**src/rtl/wb_stage_lsu.sv**
```systemverilog
// wb_stage_lsu: memory/writeback stage of the RISC-V core.
//   Holds one instruction from execute. The stage either writes it back one
//   cycle after capture, or issues a load to a variable-latency data memory.
//   For a load it waits for the returned word, then aligns and extends it
//   before writing it back. Also handles flush, misaligned-load drop and
//   memory timeout.
// Ports:
//   clk, reset_n           clock, asynchronous active-low reset
//   in_valid / in_ready    handshake with execute; instruction_in, alu_out,
//                          pc_plus_4, immediate are captured on transfer
//   flush                  kill the held instruction, block capture this cycle
//   mem_req / mem_addr     one-cycle word-aligned load request
//   mem_rvalid / mem_rdata load response
//   wb_en/wb_addr/wb_data  register-file write port
//   misaligned_err         pulse: misaligned load dropped
//   timeout_err            pulse: load abandoned after timeout
module wb_stage_lsu #(
    parameter int unsigned XLEN      = 32,
    parameter int unsigned REG_AW    = 5,
    parameter int unsigned TIMEOUT_W = 8
) (
    input  logic              clk,
    input  logic              reset_n,
    input  logic              in_valid,
    output logic              in_ready,
    input  logic              flush,
    input  logic [XLEN-1:0]   instruction_in,
    input  logic [XLEN-1:0]   alu_out,
    input  logic [XLEN-1:0]   pc_plus_4,
    input  logic [XLEN-1:0]   immediate,
    output logic              mem_req,
    output logic [XLEN-1:0]   mem_addr,
    input  logic              mem_rvalid,
    input  logic [XLEN-1:0]   mem_rdata,
    output logic              wb_en,
    output logic [REG_AW-1:0] wb_addr,
    output logic [XLEN-1:0]   wb_data,
    output logic              misaligned_err,
    output logic              timeout_err
);

    if (XLEN != 32) begin : g_xlen_check
        $error("wb_stage_lsu: only XLEN=32 is supported");
    end

    localparam logic [1:0] StIdle  = 2'd0;
    localparam logic [1:0] StHold  = 2'd1;
    localparam logic [1:0] StWait  = 2'd2;
    localparam logic [1:0] StDrain = 2'd3;

    localparam logic [6:0] OpLoad  = 7'b0000011;
    localparam logic [6:0] OpJal   = 7'b1101111;
    localparam logic [6:0] OpJalr  = 7'b1100111;
    localparam logic [6:0] OpLui   = 7'b0110111;
    localparam logic [6:0] OpImm   = 7'b0010011;
    localparam logic [6:0] OpReg   = 7'b0110011;
    localparam logic [6:0] OpAuipc = 7'b0010111;

    logic [1:0]           state_q, state_d;
    logic [14:0]          instr_q;     // only opcode, rd and funct3 are used
    logic [XLEN-1:0]      alu_q, pc4_q, imm_q;
    logic                 misal_q;
    logic [TIMEOUT_W-1:0] cnt_q, cnt_d;

    logic unused_instr_hi;
    assign unused_instr_hi = ^instruction_in[XLEN-1:15];

    // Misalignment is decided at capture so the held instruction never issues.
    logic [6:0] in_op;
    logic [2:0] in_f3;
    logic       in_misal, in_is_load, capture;

    assign in_op      = instruction_in[6:0];
    assign in_f3      = instruction_in[14:12];
    assign in_is_load = (in_op == OpLoad);
    assign in_misal   = in_is_load &&
                        (((in_f3[1:0] == 2'b01) && alu_out[0]) ||
                         ((in_f3 == 3'b010) && (alu_out[1:0] != 2'b00)));
    assign capture    = in_valid && in_ready;

    // Held instruction decode
    logic [6:0] op;
    logic [2:0] funct3;
    logic       rd_nz, has_wb, cnt_max;

    assign op      = instr_q[6:0];
    assign funct3  = instr_q[14:12];
    assign rd_nz   = |instr_q[11:7];
    assign cnt_max = &cnt_q;
    assign has_wb  = (op == OpLoad) || (op == OpJal) || (op == OpJalr) || (op == OpLui) ||
                     (op == OpImm) || (op == OpReg) || (op == OpAuipc);

    assign wb_addr  = REG_AW'(instr_q[11:7]);
    assign mem_addr = {alu_q[XLEN-1:2], 2'b00};

    // Load alignment: byte lane selected by addr[1:0], half lane by addr[1]
    logic [XLEN-1:0] rdata_shift, load_data;
    logic [7:0]      ld_byte;
    logic [15:0]     ld_half;

    always_comb begin
        rdata_shift = mem_rdata >> {alu_q[1:0], 3'b000};
        ld_byte     = rdata_shift[7:0];
        ld_half     = alu_q[1] ? mem_rdata[31:16] : mem_rdata[15:0];
        case (funct3)
            3'b000:  load_data = {{(XLEN-8){ld_byte[7]}}, ld_byte};
            3'b100:  load_data = {{(XLEN-8){1'b0}}, ld_byte};
            3'b001:  load_data = {{(XLEN-16){ld_half[15]}}, ld_half};
            3'b101:  load_data = {{(XLEN-16){1'b0}}, ld_half};
            default: load_data = mem_rdata;
        endcase
    end

    always_comb begin
        case (op)
            OpLoad:        wb_data = load_data;
            OpJal, OpJalr: wb_data = pc4_q;
            OpLui:         wb_data = imm_q;
            default:       wb_data = alu_q;
        endcase
    end

    // Next state, handshake and pulses
    logic ready_raw;

    always_comb begin
        state_d        = state_q;
        cnt_d          = cnt_q;
        ready_raw      = 1'b0;
        mem_req        = 1'b0;
        wb_en          = 1'b0;
        misaligned_err = 1'b0;
        timeout_err    = 1'b0;

        case (state_q)
            StIdle: begin
                ready_raw = 1'b1;
            end
            StHold: begin
                ready_raw      = 1'b1;
                state_d        = StIdle;
                wb_en          = !flush && has_wb && rd_nz && !misal_q;
                misaligned_err = !flush && misal_q;
            end
            StWait: begin
                // Counter is zero only in the first WAIT cycle
                mem_req = (cnt_q == '0);
                if (flush) begin
                    // Response still owed by memory; drain it before going idle
                    state_d = StDrain;
                    cnt_d   = cnt_max ? cnt_q : cnt_q + TIMEOUT_W'(1);
                end else if (mem_rvalid) begin
                    ready_raw = 1'b1;
                    wb_en     = rd_nz;
                    state_d   = StIdle;
                end else if (cnt_max) begin
                    timeout_err = 1'b1;
                    state_d     = StIdle;
                end else begin
                    cnt_d = cnt_q + TIMEOUT_W'(1);
                end
            end
            default: begin // StDrain
                if (mem_rvalid || cnt_max) begin
                    state_d = StIdle;
                end else begin
                    cnt_d = cnt_q + TIMEOUT_W'(1);
                end
            end
        endcase

        in_ready = ready_raw && !flush && reset_n;

        if (capture) begin
            state_d = (in_is_load && !in_misal) ? StWait : StHold;
            cnt_d   = '0;
        end
    end

    always_ff @(posedge clk or negedge reset_n) begin
        if (!reset_n) begin
            state_q <= StIdle;
            instr_q <= '0;
            alu_q   <= '0;
            pc4_q   <= '0;
            imm_q   <= '0;
            misal_q <= 1'b0;
            cnt_q   <= '0;
        end else begin
            state_q <= state_d;
            cnt_q   <= cnt_d;
            if (capture) begin
                instr_q <= instruction_in[14:0];
                alu_q   <= alu_out;
                pc4_q   <= pc_plus_4;
                imm_q   <= immediate;
                misal_q <= in_misal;
            end
        end
    end

endmodule
```
**config.mk**
```make
export PLATFORM = sky130hd
export DESIGN_NAME = wb_stage_lsu
export DESIGN_NICKNAME = d
export VERILOG_FILES = /design/src/rtl/wb_stage_lsu.sv
export SDC_FILE = /design/constraint.sdc
export NUM_CORES = 1
export LEC_CHECK = 0
export CAP_MARGIN = 20
export CORE_MARGIN = 2
export CORE_UTILIZATION = 35
export CTS_CLUSTER_DIAMETER = 100
export DETAILED_ROUTE_END_ITERATION = 10
export GPL_TIMING_DRIVEN = 0
export PLACE_DENSITY = 0.66
export SYNTH_ARGS = -nofsm -noshare
export SYNTH_HDL_FRONTEND = slang
export SYNTH_SLANG_ARGS = --single-unit
```
**constraint.sdc**
```tcl
create_clock -name clk -period 2.99 [get_ports clk]
set_input_delay 0.897 -clock clk [delete_from_list [all_inputs] [get_ports clk]]
set_output_delay 0.897 -clock clk [all_outputs]
set_load 0.03 [all_outputs]
```
After elaboration in Yosys (flattened, before gate mapping) --
Cells that the tools add are included.
Storage, ports and cells: register bits after elaboration 122, bits of input ports 165
Cells by class: add/sub/neg operators 1, eq/ne operators 20, shifts and indexed selects 1, muxes and demuxes 28, reductions and logical operators 33
Operators with widths (count):
- 32-bit case mux with 4 select lines | 1
- 32-bit case mux with 3 select lines | 1
- 8-bit 2-to-1 mux | 5
- 32-bit by 5-bit right shift with 8-bit output | 1
- 16-bit 2-to-1 mux | 1
- 8-bit case mux with 2 select lines | 1
- 7-bit by 2-bit == test with 1-bit output (second input constant) | 2
- 7-bit by 5-bit == test with 1-bit output (second input constant) | 2
- 7-bit by 6-bit == test with 1-bit output (second input constant) | 2
- 7-bit == test (second input constant) | 2
- 2-bit 2-to-1 mux | 6
- 1-bit logical AND | 11
- 1-bit 2-to-1 mux | 10
- 8-bit by 1-bit adder with 8-bit output (second input constant) | 1
- 8-bit zero test | 1
- 1-bit logical OR | 8
- 8-bit AND reduction | 1
- 3-bit == test (second input constant) | 2
- 2-bit case mux with 3 select lines | 1
- 3-bit AND reduction | 2
- 5-bit != test (second input constant) | 1
- 5-bit OR reduction | 1
- 2-bit by 1-bit == test with 1-bit output (second input constant) | 2
- 4-bit != test (second input constant) | 1
- 13 further kinds | 17

Logic depth before layout (Yosys ltp) --
Gate-level depths: netlist of run 1.
word-level depth 11, depth in mapped cells 8

Least setup slack after synthesis of run 1 --
Ideal clock, no wire load.
kind input to output, from input flush, to output timeout_err, arrival time 2.025 ns, data required time 2.093 ns, setup slack 0.068 ns, cell stages on the path 2, cells stage by stage nand2b_1 > nor4_1
Between the ends: longest elaborated chain between the ends 2
RTL lines:
- from (decl) | line 26 | input logic flush,
- 1-bit 2-to-1 mux | line 148 | if (flush) begin
- 1-bit 2-to-1 mux | line 135 | case (state_q)
- to (decl) | line 39 | output logic timeout_err
No other way between the ends.

Worst setup path after layout of run 1 --
from input mem_rdata[23], to output wb_data[25]
Between the ends: longest elaborated chain between the ends 3
RTL lines:
- from (decl) | line 34 | input logic [XLEN-1:0] mem_rdata,
- 32-bit by 5-bit right shift with 8-bit output | line 102 | rdata_shift = mem_rdata >> {alu_q[1:0], 3'b000};
- 32-bit case mux with 4 select lines | line 105 | case (funct3)
- 32-bit case mux with 3 select lines | line 115 | case (op)
- to (decl) | line 37 | output logic [XLEN-1:0] wb_data,
No other way between the ends.

==> results of run 1 <==
## Yosys cell counts (11+ instances only)
cell type	count
clkbuf_1	18
nor2_1	16
dfrtp_1	122
o211ai_1	16
a22oi_1	25
mux2i_1	12
nand2_1	341
buf_2	30
nand3_1	33
buf_4	37
o22ai_1	11
o21ai_0	36
## area by class of cell
cell class / count / area, um^2 / area share, %
Multi-Input combinational cell: 603 / 3547 / 33.34
Clock inverter: 8 / 95.09 / 0.8937
Timing Repair Buffer: 248 / 2494 / 23.44
Buffer: 83 / 603.1 / 5.668
Inverter: 11 / 42.54 / 0.3998
Sequential cell: 122 / 3059 / 28.75
Clock buffer: 22 / 474.2 / 4.457
Tap cell: 260 / 325.3 / 3.057
## cells in the final DEF (no fill, tap or decap), types with 3 or more instances in the layout
cell type / synthesis / final
or3_1: 5 / 5
a2bb2oi_1: 9 / 9
and3_1: 4 / 3
dlygate4sd2_1: 0 / 19
o21ai_2: 1 / 5
o22a_1: 9 / 9
a22oi_1: 25 / 13
o21ai_0: 36 / 28
dfrtp_2: 0 / 5
dfrtp_1: 122 / 117
clkbuf_16: 0 / 19
a22oi_2: 0 / 12
o211ai_4: 0 / 3
o22ai_1: 11 / 9
mux2i_1: 12 / 10
o221ai_2: 0 / 4
inv_1: 10 / 10
nand2_1: 341 / 341
nand2b_1: 4 / 4
o21ai_1: 1 / 4
buf_4: 37 / 71
ha_1: 6 / 6
nor4_1: 4 / 4
o211ai_2: 10 / 7
o211ai_1: 16 / 16
buf_6: 0 / 34
buf_2: 30 / 20
buf_8: 1 / 8
a2111oi_4: 0 / 7
nand3_1: 33 / 31
clkinv_2: 0 / 5
clkdlybuf4s50_1: 0 / 158
clkbuf_8: 0 / 4
nor2_1: 16 / 15
clkbuf_2: 1 / 4
clkbuf_1: 18 / 10
## logic make-up (layout without fill, tap and decap cells)
kind of cell | after synthesis | after routing
AND/OR/NAND/NOR | 432 | 432
AO/OA/AOI/OAI | 151 | 151
flip-flops | 122 | 122
buffers and inverters | 98 | 372
multiplexers | 12 | 12
adder cells (fa/ha/maj) | 6 | 6
other | 1 | 2
## state kept, by name (all words and copies together) (netlist names)
register,cells
alu_q,32
imm_q,32
pc4_q,32
instr_q,15
state_q,2
cnt_q,8
misal_q,1
## path summary, 6_finish.rpt
check	from	endpoint	slack [ns]	cells past startpoint
min in group clk	imm_q[12]	imm_q[12]	0.47	2
min	reset_n	alu_q[30]	0.36	1
max	mem_rdata[23]	wb_data[25]	-0.1	8
max reg2reg	state_q[0]	alu_q[27]	0.66	8
max in group asynchronous	reset_n	alu_q[1]	1.99	2
min reg2reg	imm_q[12]	imm_q[12]	0.47	2
## report_power, final
group | internal, mW | switching (mW) | total [mW]
logic | 2.50 | 3.12 | 5.62
registers | 2.45 | 0.687 | 3.14
clock network | 1.28 | 0.760 | 2.04
## critical path, delay by kind of cell
kind                   cells  cell delay, ns
AOI/OAI and AO/OA          3            0.52
buffers and inverters      4            0.57
muxes                      1            0.19
## metrics by stage
| stage | cell area, um^2 | TNS (ns) | hold WS, ns | power (mW) | cells |
|---|---|---|---|---|---|
| after floorplan | 6788 | 0 | 0.4380 | 6.156 | 823 |
| after global placement | 9305 | -1021.93 | 0.4551 | 8.022 | 1302 |
| after detailed placement | 9334 | -32.80 | 0.4582 | 8.116 | 1303 |
| after CTS | 10430 | -0.5515 | 0.4297 | 10.65 | 1350 |
| after global routing | 10640 | -2.166 | 0.3755 | 11.39 | 1357 |
| final | 10640 | -0.6963 | 0.3572 | 10.80 | 1357 |
## per-layer routing
metal / wire (um) / track usage [%]
met1: 10790 / 32.50
met2: 12050 / 41.20
met3: 2199 / 6.237
met4: 755 / 9.236
met5: 0 / 0
## repair_timing
item	CTS	global route
setup buffers	18	7
setup endpoints to repair	37	34
cloned	2	3
resized for setup	371	39
pin swaps	36	32
==> metrics.md, run 1 <==
| Metric | Value |
|---|---|
| Boundary pin count | `239` |
| Startpoint Class | `input pin` |
| Initial Util | `35.91%` |
| # fillers | `about 1800` |
| Total of max-cap violations | `0` |
| Iter 0 DRT Violations | `approximately 480` |
| Die area | `roughly 21000 um^2` |
| Largest net degree at the start of global routing | `64` |
| Post-synth cell types | `59` |
| Status | `finished with violations` |
| Failing checks | `setup timing` |
| GR Overflow Total | `0` |
| Initial antenna violation count | `0` |
| Synth Cell Area | `between 6000 and 7000 um^2` |
| Post-synth top area share | `between 40% and 50%` |
| Final setup vio count | `17` |
| DRC viols | `0` |
| Synth Register Bits | `between 100 and 150` |
| Die W | `between 100 and 150 um` |
| First-pass GRT wire length | `roughly 39 mm` |
| Clk Tree Root Cell | `clkbuf_16` |
| Top cell by count, worst path | `buf_6` |
| Antenna cells | `0` |
| Slowest cell on crit path | `a211oi_4` |
| P&R area growth vs syn | `56.84%` |
| CP endpoint kind | `output pin` |
| Antenna-violating nets left | `0` |
| Router iterations before antenna repair | `5` |
| Final Routed Wirelength | `around 26 mm` |
| Top cells by area, synth | `dfrtp_1 (45%), nand2_1 (19%), buf_4 (4.1%)` |
| Most used DFF post-synth | `dfrtp_1` |
| Cell Chain, Critical Path | `buf_8, mux2i_4, o22ai_2, a211oi_4, buf_6, buf_6, o211ai_1, buf_4` |
| Fin util | `a little under three fifths` |
| Pwr dens | `slightly above 1000 nW/um^2` |
| Worst skew pair latency | `around 0.42 ns` |
| Post-DP HPWL | `between 15 and 20 mm` |
| Crit-path max cell delay | `between 0.2 and 0.3 ns` |
| P_leak | `just under 5 nW` |
| Post-place setup slack | `-1.161 ns` |
| Worst-path clk slew | `around 0.050 ns` |
| Worst Hold Class | `input pin to async pin` |
| FFs w/ async S/R, synth | `100.0%` |
| I/O Buffers | `around 220` |
| Die Y | `around 140 um` |
| Final net count | `around 1300` |
| Largest family of logic cells by synthesized area | `simple AND/OR/NAND/NOR gates` |
| RSZ-0062 raised after global routing | `yes` |
| Row count | `50` |
| Synth Instances | `approximately 820` |
| Period utilization | `103.2%` |
| CTS buffer count | `17` |
| # hold bufs at CTS | `0` |
| Synthesized-area fraction occupied by xor and xnor cells | `0%` |
| Multiplexer share of the synthesized area | `under 10%` |
| PnR worst setup slack | `-0.09632 ns` |
| Routability Congestion | `approximately 0.91` |
| WL/cell | `19.01 um` |
| CTS tree | `done` |
| Syn avg cell area | `slightly above 8 um^2` |
| Compound-cell area share of the yosys netlist | `between 15 and 20%` |
| Num Clock Sinks | `approximately 120` |
| Setup Skew | `roughly 0.0065 ns` |
| Crit path DAT | `~2.2 ns` |
| Synth Area in Simple Gates | `26.43%` |
| DR vias/cell | `between 5 and 6` |
| Yosys synthesis warning count | `0` |
| EDFF count, synth | `0` |
| Vias | `between 7000 and 8000` |
| Max_slew headroom | `approximately three fifths` |
| Final hold violation count | `0` |
| Total GRT Usage | `between 20 and 30%` |
| Sequential-to-total area share from yosys stat | `around 45%` |
| Critical Path RT | `2.09 ns` |
| Bufs on Longest Clock Path | `2` |
| Max FO, Critical Path | `6` |
| Maximum VDD drop | `between 0.5 and 0.6 mV` |
| Dominant cell type by area after synthesis | `dfrtp_1` |
| H-tree Lvls | `4` |
| Fin crit period | `about 3.1 ns` |
| CP Class | `input pin to output pin` |
| Least-Margin Pin Slew | `about 0.58 ns` |
| Vias in the first global route | `approximately 7000` |
| Max Slew Vio Count | `0` |
| Fmax | `324.0 MHz` |
| Adder and majority gate portion of the synthesized area | `around 1.1%` |
| Placeable Area | `18890 um^2` |
| Share of cells above drive strength 1 | `between 20 and 25%` |
No activity file was read; power rests on OpenSTA's default activity.
==> inputs of run 2 (changes only) <==
--- a/config.mk
+++ b/config.mk
@@ -9,9 +9,10 @@
 export CORE_MARGIN = 2
 export CORE_UTILIZATION = 35
 export CTS_CLUSTER_DIAMETER = 100
+export CTS_CLUSTER_SIZE = 40
 export DETAILED_ROUTE_END_ITERATION = 10
 export GPL_TIMING_DRIVEN = 0
-export PLACE_DENSITY = 0.66
+export PLACE_DENSITY = 0.68
 export SYNTH_ARGS = -nofsm -noshare
 export SYNTH_HDL_FRONTEND = slang
 export SYNTH_SLANG_ARGS = --single-unit
==> constraint.sdc (replaced) <==
create_clock -name clk -period 2.6 [get_ports clk]
set_input_delay 0.78 -clock clk [delete_from_list [all_inputs] [get_ports clk]]
set_output_delay 0.78 -clock clk [all_outputs]
set_load 0.03 [all_outputs]
==> run 2 against run 1 <==
Net effect: the flow still finishes with violations (setup timing); die area is the same; global-route usage grew 0.17 points; sequential power grew 15%; critical path depth shrank 2; sequential share of layout area shrank 0.34 points; worst hold slack lost 0.17 ns; final area grew 1.2%; critical endpoint is now wb_data[22]; largest cell class unchanged.
==> metrics.md, run 2 (synthesis results as in run 1) <==
| Metric | Value |
|---|---|
| Setup Skew | `0.005443 ns (-0.001014 ns)` |
| Total of max-cap violations | `0 (unchanged)` |
| Commonest non-fill, non-tap cell in the layout | `nand2_1` |
| Final hold violation count | `0 (unchanged)` |
| CP endpoint kind | `output pin` |
| Initial antenna violation count | `0 (unchanged)` |
| Die W | `143.2 um (unchanged)` |
| H-tree Lvls | `4 (unchanged)` |
| First-pass GRT wire length | `38.90 mm (about the same)` |
| Worst skew pair latency | `0.42 ns (about the same)` |
| Seq pwr share | `28.5% (-0.6 points)` |
| Psw | `5.296 mW (+16%)` |
| Net Sw Frac | `41.71% (-0.61 points)` |
| Crit-path max cell delay | `0.45 ns (+0.17 ns)` |
| CTS tree | `done` |
| Router iterations before antenna repair | `5 (unchanged)` |
| Row count | `50 (unchanged)` |
| CP Class | `flop to output pin` |
| Vias | `7011 (+0.14%)` |
| Largest net degree at the start of global routing | `50 (-22%)` |
| Cell Chain, Critical Path | `mux2i_4, o22ai_2, a211oi_4, buf_4, o211ai_1, buf_4` |
| GR Overflow Total | `0 (unchanged)` |
| CTS buffer count | `17 (unchanged)` |
| Least-Margin Pin Slew | `0.5151 ns (-0.06069 ns)` |
| Maximum VDD drop | `0.5476 mV (+2.1%)` |
| Final net count | `1260 (+0.24%)` |
| Die Y | `143.2 um (unchanged)` |
| PnR worst setup slack | `-0.3361 ns (-0.2398 ns)` |
| Largest regs | `alu_q: 32 flops, imm_q: 32 flops, pc4_q: 32 flops` |
| Initial Util | `35.91% (unchanged)` |
| Die area | `20510 um^2 (unchanged)` |
| P_leak | `4.987 nW (+1.4%)` |
| Clock Power Share | `20.4% (+1.5 points)` |
| Max FO, Critical Path | `4 (-2)` |
| Post-place setup slack | `-1.320 ns (-0.1597 ns)` |
| Placeable Area | `18890 um^2 (unchanged)` |
| Iter 0 DRT Violations | `548 (+14%)` |
| Post-DP HPWL | `18.93 mm (about the same)` |
| Vias in the first global route | `6934 (-1.3%)` |
| Critical Path RT | `1.82 ns (-0.27 ns)` |
| Boundary pin count | `239 (unchanged)` |
| Status | `finished with violations` |
| Buf/Inv on CP | `2 (-2)` |
| Pwr dens | `1179 nW/um^2 (+16%)` |
| Delay-heaviest family, CP | `compound AO/OA/AOI/OAI gates` |
| Bufs on Longest Clock Path | `2 (unchanged)` |
| Hold slack | `0.1871 ns (-0.1701 ns)` |
| # hold bufs at CTS | `0 (unchanged)` |
| Failing checks | `setup timing` |
| Share of cells above drive strength 1 | `23.14% (+0.99 points)` |
| Num Clock Sinks | `122 (unchanged)` |
| Fin crit period | `just under 3 ns` |
| Routability Congestion | `0.9715 (+6.7%)` |
| Period utilization | `112.9%` |
| DRC viols | `0 (unchanged)` |
| Startpoint Class | `flop` |
| Antenna-violating nets left | `0 (unchanged)` |
| Most frequent cells in the layout | `nand2_1 (341), clkdlybuf4s50_1 (160), dfrtp_1 (117), buf_4 (74), buf_6 (34)` |
| Final Routed Wirelength | `26.12 mm (+1.3%)` |
| Worst-path clk slew | `0.06 ns (about the same)` |
| P&R area growth vs syn | `58.72%` |
| RSZ-0062 raised after global routing | `yes` |
| Internal | `7.400 mW (+19%)` |
| Clk Tree Root Cell | `clkbuf_16` |
| Max Slew Vio Count | `0 (unchanged)` |
| DR vias/cell | `5.148 (-0.22%)` |
| Fmax | `340.6 MHz` |
| Worst Hold Class | `input pin to async pin` |
| Comb pwr share | `51.1% (-1.0 points)` |
| WL/cell | `19.18 um (+0.90%)` |
| I/O Buffers | `219 (unchanged)` |
| Crit path DAT | `2.16 ns (-0.03 ns)` |
| Slowest cell on crit path | `dfrtp_2` |
| Top cell by count, worst path | `buf_4` |
| Total GRT Usage | `25.40% (+0.17 points)` |
| Max_slew headroom | `65.66% (+4.0 points)` |
| Antenna cells | `0 (unchanged)` |
| Final setup vio count | `33 (+16)` |
## run 2: changes by cell type in the layout (fill, tap and decap cells not counted), moves of 3 or more
cell	change
bufbuf_16	+3
buf_4	+3
clkbuf_4	+3
dlygate4sd2_1	-3
nand3_2	+4
o21ai_1	+5
nand3_1	-4
buf_2	+3
buf_8	-4
o21ai_2	-4
## run 2: cell type report
cell class	count	area, um^2
Fill cell	1766	8125
Multi-Input combinational cell	603	3575
Sequential cell	122	3059
Timing Repair Buffer	252	2526
Buffer	82	593.1
Clock buffer	21	480.5
Tap cell	260	325.3
Clock inverter	11	166.4
Inverter	11	42.54
## run 2: path summary, 6_finish.rpt
| path | from | to | slack, ns | cells after the start |
|---|---|---|---|---|
| max | alu_q[0] | wb_data[22] | -0.34 | 6 |
| min | reset_n | alu_q[12] | 0.19 | 1 |
| max reg2reg | state_q[0] | instr_q[0] | 0.19 | 9 |
| min reg2reg | imm_q[14] | imm_q[14] | 0.47 | 2 |
| max in group asynchronous | reset_n | instr_q[5] | 1.75 | 2 |
| min in group clk | imm_q[14] | imm_q[14] | 0.47 | 2 |
## run 2: power by group through the flow
stage	combinational, mW	sequential [mW]	clock (mW)
3_5_place_dp	5.81	3.54	0
2_1_floorplan	3.84	3.28	0
4_1_cts	6.51	3.58	2.61
3_3_place_gp	5.75	3.52	0
6_report	6.49	3.62	2.59
5_1_grt	6.92	3.73	2.69
## run 2: timing repair
action                     CTS  global route
gates resized for setup    380            28
setup endpoints to repair   41            37
setup buffers               21             5
pin swaps                   41            22
gates cloned                 5             2
## run 2: stage by stage
step | instance area, um^2 | power (mW) | instances | TNS, ns | utilization (%)
finish | 10770 | 12.70 | 1362 | -9.213 | 56.99
global route | 10770 | 13.35 | 1362 | -11.62 | 56.99
CTS | 10710 | 12.70 | 1357 | -9.786 | 56.67
detailed placement | 9373 | 9.357 | 1303 | -77.76 | 49.61
global placement | 9344 | 9.265 | 1302 | -1082.14 | 49.46
floorplan | 6827 | 7.126 | 823 | -0.3775 | -
## run 2: worst register-to-register path, delay by kind of cell (launching register included)
family                   cells  cell delay [ns]
buffers and inverters        4             1.00
AND/OR/NAND/NOR              3             0.47
flip-flops                   1             0.40
AO/OA/AOI/OAI                1             0.28
adder cells (fa/ha/maj)      1             0.20
## run 2: metal layers
layer / global-route usage [%] / vias to the layer above / share of wire [%] / wire (um)
met5: 0 / - / 0 / 0
met4: 8.359 / 0 / 2.6 / 673
met3: 6.103 / 45 / 8.8 / 2305
met1: 33.86 / 3337 / 43 / 11200
li1: - / 3306 / - / -
met2: 40.70 / 323 / 46 / 11950
